File: config.mk
export PLATFORM = sky130hd
export DESIGN_NAME = servo_pwm_driver
export DESIGN_NICKNAME = d
export VERILOG_FILES = /design/src/rtl/station_pkg.sv /design/src/rtl/us_tick_gen.sv /design/src/rtl/servo_pwm_driver.sv
export SDC_FILE = /design/constraint.sdc
export NUM_CORES = 1
export LEC_CHECK = 0
export CAP_MARGIN = 15
export CORE_MARGIN = 2
export CORE_UTILIZATION = 28
export CTS_BUF_LIST = sky130_fd_sc_hd__clkbuf_8
export CTS_CLUSTER_SIZE = 25
export DETAILED_ROUTE_END_ITERATION = 6
export PLACE_DENSITY = 0.46
export SLEW_MARGIN = 20
export SYNTH_ARGS = -nofsm -noshare
export SYNTH_HDL_FRONTEND = slang
export SYNTH_SLANG_ARGS = --single-unit
File: constraint.sdc
create_clock -name CLK -period 3.7 [get_ports CLK]
set_input_delay 0.74 -clock CLK [delete_from_list [all_inputs] [get_ports CLK]]
set_output_delay 0.74 -clock CLK [all_outputs]
set_load 0.03 [all_outputs]
File: src/rtl/station_pkg.sv
// Shared constants, ramp state encoding and width helper for the station arm blocks.
package station_pkg;

  localparam int unsigned WIDTH_W = 12;
  typedef logic [WIDTH_W-1:0] width_t;

  // Servo command encoding from the material system
  localparam logic UP   = 1'b0;
  localparam logic DOWN = 1'b1;

  typedef enum logic {
    HOLD = 1'b0,
    RAMP = 1'b1
  } ramp_state_e;

  // Default timing values (microseconds unless noted)
  localparam int unsigned DEF_CLK_HZ        = 100_000_000;
  localparam int unsigned DEF_PERIOD_US     = 20000;
  localparam int unsigned DEF_UP_US         = 1000;
  localparam int unsigned DEF_DOWN_US       = 2000;
  localparam int unsigned DEF_STEP_US       = 50;
  localparam int unsigned DEF_SETTLE_FRAMES = 10;

  // Move cur toward tgt by at most step; differences are compared before the
  // add/subtract so the result can never wrap or overshoot the target.
  function automatic width_t step_toward(input width_t cur, input width_t tgt, input width_t step);
    width_t res;
    if (cur < tgt) begin
      res = ((tgt - cur) > step) ? width_t'(cur + step) : tgt;
    end else begin
      res = ((cur - tgt) > step) ? width_t'(cur - step) : tgt;
    end
    return res;
  endfunction

endpackage

File: src/rtl/us_tick_gen.sv
// Microsecond prescaler: one-cycle tick every CLK_HZ/1e6 clocks. Tick is
// combinational from the counter so consumers see it in the wrap cycle.
module us_tick_gen
  import station_pkg::*;
#(
  parameter int unsigned CLK_HZ = DEF_CLK_HZ
) (
  input  logic clk_i,
  input  logic rst_i,
  output logic tick_c_o
);

  localparam int unsigned DIV   = CLK_HZ / 1_000_000;
  localparam int unsigned CNT_W = (DIV > 1) ? $clog2(DIV) : 1;
  localparam logic [CNT_W-1:0] LAST = CNT_W'(DIV - 1);

  logic [CNT_W-1:0] cnt_q, cnt_d;

  // Wrap detect and next count
  always_comb begin
    tick_c_o = (cnt_q == LAST);
    cnt_d    = tick_c_o ? '0 : cnt_q + CNT_W'(1);
  end

  // Prescaler register
  always_ff @(posedge clk_i) begin
    if (rst_i) begin
      cnt_q <= '0;
    end else begin
      cnt_q <= cnt_d;
    end
  end

endmodule

File: src/rtl/servo_pwm_driver.sv
// 50 Hz hobby-servo PWM driver with frame-by-frame slewing between the UP and
// DOWN widths and a settled flag. Build option SERVO_RAMP_EN: when defined the
// width slews by STEP_US per frame; otherwise it jumps to the target in one frame.
module servo_pwm_driver
  import station_pkg::*;
#(
  parameter int unsigned CLK_HZ        = DEF_CLK_HZ,
  parameter int unsigned PERIOD_US     = DEF_PERIOD_US,
  parameter int unsigned UP_US         = DEF_UP_US,
  parameter int unsigned DOWN_US       = DEF_DOWN_US,
  parameter int unsigned STEP_US       = DEF_STEP_US,
  parameter int unsigned SETTLE_FRAMES = DEF_SETTLE_FRAMES
) (
  input  logic               CLK,
  input  logic               RST,
  input  logic               controlServo,
  output logic               servoPWM,
  output logic               servoSettled,
  output logic [WIDTH_W-1:0] pulseWidth
);

  localparam int unsigned FRAME_W  = (PERIOD_US > 1) ? $clog2(PERIOD_US) : 1;
  localparam int unsigned SETTLE_W = (SETTLE_FRAMES > 0) ? $clog2(SETTLE_FRAMES + 1) : 1;
  localparam int unsigned SPAN_US  = DOWN_US - UP_US;
  localparam width_t UP_W   = width_t'(UP_US);
  localparam width_t DOWN_W = width_t'(DOWN_US);
`ifdef SERVO_RAMP_EN
  localparam width_t STEP_W = width_t'(STEP_US);
`else
  // A step at least as large as the full swing lands on the target in one frame
  localparam width_t STEP_W = width_t'((STEP_US > SPAN_US) ? STEP_US : SPAN_US);
`endif
  localparam logic [FRAME_W-1:0]  FRAME_LAST = FRAME_W'(PERIOD_US - 1);
  localparam logic [SETTLE_W-1:0] SETTLE_MAX = SETTLE_W'(SETTLE_FRAMES);

  logic                us_tick_c;
  logic                frame_start_c;
  width_t              tgt_us_c;

  logic                sync1_q, tgt_sync_q;
  logic [FRAME_W-1:0]  frame_cnt_q, frame_cnt_d;
  width_t              pulse_width_q, pulse_width_d;
  ramp_state_e         state_q, state_d;
  logic [SETTLE_W-1:0] settle_cnt_q, settle_cnt_d;
  logic                frame_seen_q, frame_seen_d;
  logic                servo_pwm_q, servo_pwm_d;
  logic                settled_q, settled_d;

  us_tick_gen #(
    .CLK_HZ (CLK_HZ)
  ) u_us_tick (
    .clk_i    (CLK),
    .rst_i    (RST),
    .tick_c_o (us_tick_c)
  );

  // Frame timing, target selection, ramp FSM next state and output compare
  always_comb begin
    frame_cnt_d   = frame_cnt_q;
    pulse_width_d = pulse_width_q;
    state_d       = state_q;
    settle_cnt_d  = settle_cnt_q;

    frame_start_c = us_tick_c && (frame_cnt_q == '0);
    tgt_us_c      = (tgt_sync_q == DOWN) ? DOWN_W : UP_W;
    // The strobe right after reset opens the first frame rather than closing one
    frame_seen_d  = frame_seen_q | frame_start_c;

    if (us_tick_c) begin
      frame_cnt_d = (frame_cnt_q == FRAME_LAST) ? '0 : frame_cnt_q + FRAME_W'(1);
    end

    if (frame_start_c) begin
      case (state_q)
        HOLD: begin
          if (pulse_width_q == tgt_us_c) begin
            if (frame_seen_q && (settle_cnt_q != SETTLE_MAX)) begin
              settle_cnt_d = settle_cnt_q + SETTLE_W'(1);
            end
          end else begin
            settle_cnt_d = '0;
            state_d      = RAMP;
          end
        end
        RAMP: begin
          pulse_width_d = step_toward(pulse_width_q, tgt_us_c, STEP_W);
          if (pulse_width_d == tgt_us_c) begin
            state_d      = HOLD;
            settle_cnt_d = '0;
          end
        end
        default: state_d = HOLD;
      endcase
    end

    servo_pwm_d = (32'(frame_cnt_q) < 32'(pulse_width_q));
    settled_d   = (state_d == HOLD) && (settle_cnt_d == SETTLE_MAX);
  end

  // State and output registers
  always_ff @(posedge CLK) begin
    if (RST) begin
      sync1_q       <= UP;
      tgt_sync_q    <= UP;
      frame_cnt_q   <= '0;
      pulse_width_q <= UP_W;
      state_q       <= HOLD;
      settle_cnt_q  <= '0;
      frame_seen_q  <= 1'b0;
      servo_pwm_q   <= 1'b0;
      settled_q     <= 1'b0;
    end else begin
      sync1_q       <= controlServo;
      tgt_sync_q    <= sync1_q;
      frame_cnt_q   <= frame_cnt_d;
      pulse_width_q <= pulse_width_d;
      state_q       <= state_d;
      settle_cnt_q  <= settle_cnt_d;
      frame_seen_q  <= frame_seen_d;
      servo_pwm_q   <= servo_pwm_d;
      settled_q     <= settled_d;
    end
  end

  assign servoPWM     = servo_pwm_q;
  assign servoSettled = settled_q;
  assign pulseWidth   = pulse_width_q;

endmodule

==> flow_summary_export.csv <==
group,metric,value,unit
critical_path,reg2reg_from,"tgt_sync_q",
critical_path,path_class,"reg -> reg",
sta,max_clock_freq,0.289,GHz
clock_network,clock_sinks,44,
critical_path,timing.reg2reg.setup_slack,0.23,ns
yosys,synth.yosys.seq_area_share,27.9,%
sta,fin_setup_tns,0,ns
sta,postLayoutSetupSlackWorst,0.235,ns
pwr,max-vdd-ir-drop,0.111,mV
global_routing,globalRoute.totalOverflow,0,
pwr,p_leak,1.42,nW
critical_path,slowest_stage,"fa_1",
sta,tightestPinTransition,0.594,ns
die,floorplan.die.width,110,microns
clock_network,cts-buffers-inserted,5,
drt,avgViaCountPerCell,5.31,
finish,design.final.nets,439,
drt,drtAntennaViolNets,0,
drt,drt_iter0_drc,131,
sta,timing_max_transition_violations_final,0,
die,die-area,0.0121,sq mm
finish,drive_above_1_share,9.76,%
hold_path,hold_path_class,"reg -> reg",
critical_path,path_depth,13,
pwr,share_seq_of_total_power,52.7,%
finish,most_common_cell_after_layout_fill_and_taps_aside,"dfxtp_1",
critical_path,cp_launch_type,"flip-flop",
pwr,sw_frac_of_total,26.6,%
critical_path,cp-end-kind,"flip-flop",
yosys,netlist_instances,390,
drt,firstDrtPassIters,4,
yosys,synth_area_per_cell,8.08,sq um
critical_path,timing.rr.end,"servoSettled",
finish,number_of_fill_cells_in_the_layout,1158,
drt,finalWirelength,8.62,mm
finish,layout.area.seq,882,sq um
sta,max-slew-margin-rel,60.2,%
sta,worst_clock_skew,0.00962,ns
critical_path,critPathMaxStageDelay,0.47,ns
critical_path,worstPathBufferInverterCount,2,
pwr,clkPwrFrac,35.2,%
flow_run,max_cap_viol_count,0,
drt,drc,0,
placed_design,count_of_input_and_output_buffers,16,
sta,timing.final.setup_violations,0,
global_routing,initial_antenna_violation_count,0,
sta,finalCriticalPeriod,3.47,ns
status,outcome,"finished, final reports clean",
finish,multi_input_area,0.00214,sq mm
pwr,power.internal,669,uW
yosys,synth_flop_cell,"dfxtp_1",
die,placementRows,38,
critical_path,critPathLaunch,"tgt_sync_q",
clock_network,clockRootBuffer,"clkbuf_8",
yosys,synth-async-reset-ratio,0,%
finish,finish.instance_area,0.00361,sq mm
die,die_height,110,microns
finish,most_frequent_cells_in_the_layout,"43 x dfxtp_1, 38 x nor2_1, 30 x nand2_1, 26 x ha_1, 22 x o21ai_0",
sta,hold_violations,0,
clock_network,cts_tree,"built",
pwr,power.combinational.fraction,12.0,%
critical_path,critical_path_peak_fanout,10,
drt,routed-via-count,2919,
yosys,synth_edf_count,0,
sta,timing.final.crit_share,93.7,%
die,pin_count,17,
critical_path,r2r_cells,13,
placed_design,routabilityCongestion,0.859,
critical_path,timing.critical_path.max_delay_family,"compound AO/OA/AOI/OAI gates",
clock_network,cts.clk_slew.worst_paths,0.09,ns
pwr,p_sw,243,uW
placed_design,detailed_place_hpwl,6.61,mm
clock_network,cts.hold.buffers_added,0,
yosys,netlist_area,0.00315,sq mm
clock_network,worst_skew_pair.late_latency,0.30,ns
critical_path,crit_required,3.95,ns
placed_design,placed_cell_area,0.00348,sq mm
critical_path,cp_data_arrival_time,3.72,ns
drt,routedWlPerCell,15.7,microns
die,core_region_area,0.0109,sq mm
clock_network,longest_clk_path_bufs,2,
yosys,synth_warnings,0,
global_routing,wire_length_of_the_first_global_routing_pass,14.3,mm
global_routing,first_global_vias,2875,
finish,num_antenna_cells,0,
global_routing,gr-usage-all-layers,15.1,%
yosys,synthDistinctLibCells,68,
global_routing,grt_start_max_net_pins,14,
critical_path,crit_path_cell_trace,"inv_1 > ha_1 > inv_1 > fa_1 > nor4_2 > nor3_1 > a311o_2 > a31oi_4 > nor2_2 > a22oi_2 > and2b_2 > o41ai_2 > and4bb_1",
yosys,post_synthesis_net_count,420,
yosys,ys_ff_latch,44,
critical_path,critical-path-top-cell-by-count,"inv_1",
sta,holdWs,0.452,ns
clock_network,cts_max_level,2,
pwr,power.density_cell_area,253,mW/mm^2
critical_path,worst_setup_path_endpoint,"servoSettled",
finish,area_growth,14.4,%
placed_design,dpl_worst_slack,0.137,ns
die,start_util,28.9,%
## power groups by stage
| stage | sequential, mW | combinational (mW) | clock [mW] |
|---|---|---|---|
| after floorplan | 0.492 | 0.0734 | 0 |
| after global placement | 0.492 | 0.103 | 0 |
| after detailed placement | 0.492 | 0.103 | 0 |
| after CTS | 0.481 | 0.104 | 0.337 |
| after global routing | 0.481 | 0.121 | 0.355 |
| final | 0.480 | 0.110 | 0.321 |
## worst register-to-register path: stages, from the launching register on
cell and delay (ns):
dfxtp_1 0.31, inv_1 0.18, ha_1 0.21, inv_1 0.06, fa_1 0.47, nor4_2 0.17
nor3_1 0.08, a311o_2 0.43, a31oi_4 0.24, nor2_2 0.14, a22oi_2 0.33, and2b_2 0.27
o41ai_2 0.31, and4bb_1 0.22
## Yosys cell counts, types with 6 or more instances
cell       n  area (sq um)
xnor2_1   17           149
nand2_1   30           113
ha_1      26           325
xor2_1    11          96.3
dfxtp_1   44           881
clkbuf_1   9          33.8
inv_1     19          71.3
o211ai_1   7          52.6
o21ai_0   22           110
nand3_1   19          95.1
nor2b_1    6          37.5
a21oi_1   21           105
and3_1     8          50.1
a21o_1     8          60.1
nor2_1    38           143
nand4_1    8          50.1
nor3_1    14          70.1
## kinds of logic after synthesis
family,share of synthesized area [%]
compound gates,22.7
simple gates,25.2
xor+xnor,7.78
fa+ha+maj,11.0
buf+inv,4.72
flops,27.9
mux,0.635
## area by class of cell
class / instances / share of cell area [%]
clock buffer: 6 / 2.29
timing repair buffer: 26 / 6.52
multi-input combinational: 311 / 59.4
clock inverter: 2 / 0.312
tap: 140 / 4.86
sequential: 44 / 24.5
inverter: 21 / 2.19
## layer usage
metal	up-vias	global-route usage, %	routed length (microns)
met1	1385	19.2	4030
met3	14	2.29	285
met2	64	26.4	4150
met4	0	4.20	153
li1	1456	-	-
met5	-	0	0
## metrics by stage
stage               instances  utilization, %  total power [mW]
finish                    550            33.1             0.911
global placement          541            32.0             0.595
floorplan                 390               -             0.565
detailed placement        541            32.0             0.595
CTS                       549            32.9             0.921
global route              550            33.1             0.957
## state kept, by name, indices dropped and copies added (netlist names)
register,count
frame_cnt_q,15
sync1_q,1
pulseWidth,12
u_us_tick.cnt_q,7
state_q,1
settle_cnt_q,4
servoPWM,1
servoSettled,1
tgt_sync_q,1
frame_seen_q,1
## timing repair
action                     CTS  global route
resized for setup            0             4
setup endpoints to repair    0             3
setup buffers                0             1
## worst min-delay path by stage
stage                            start                 end  slack (ns)  cells after the start
CTS                 u_us_tick.cnt_q[0]  u_us_tick.cnt_q[0]        0.46                      1
global placement    u_us_tick.cnt_q[0]  u_us_tick.cnt_q[0]        0.43                      1
floorplan           u_us_tick.cnt_q[0]  u_us_tick.cnt_q[0]        0.41                      1
finish              u_us_tick.cnt_q[0]  u_us_tick.cnt_q[0]        0.45                      1
detailed placement  u_us_tick.cnt_q[0]  u_us_tick.cnt_q[0]        0.44                      1
global route        u_us_tick.cnt_q[0]  u_us_tick.cnt_q[0]        0.49                      1
Note: power is estimated with default switching activity, not from simulation.
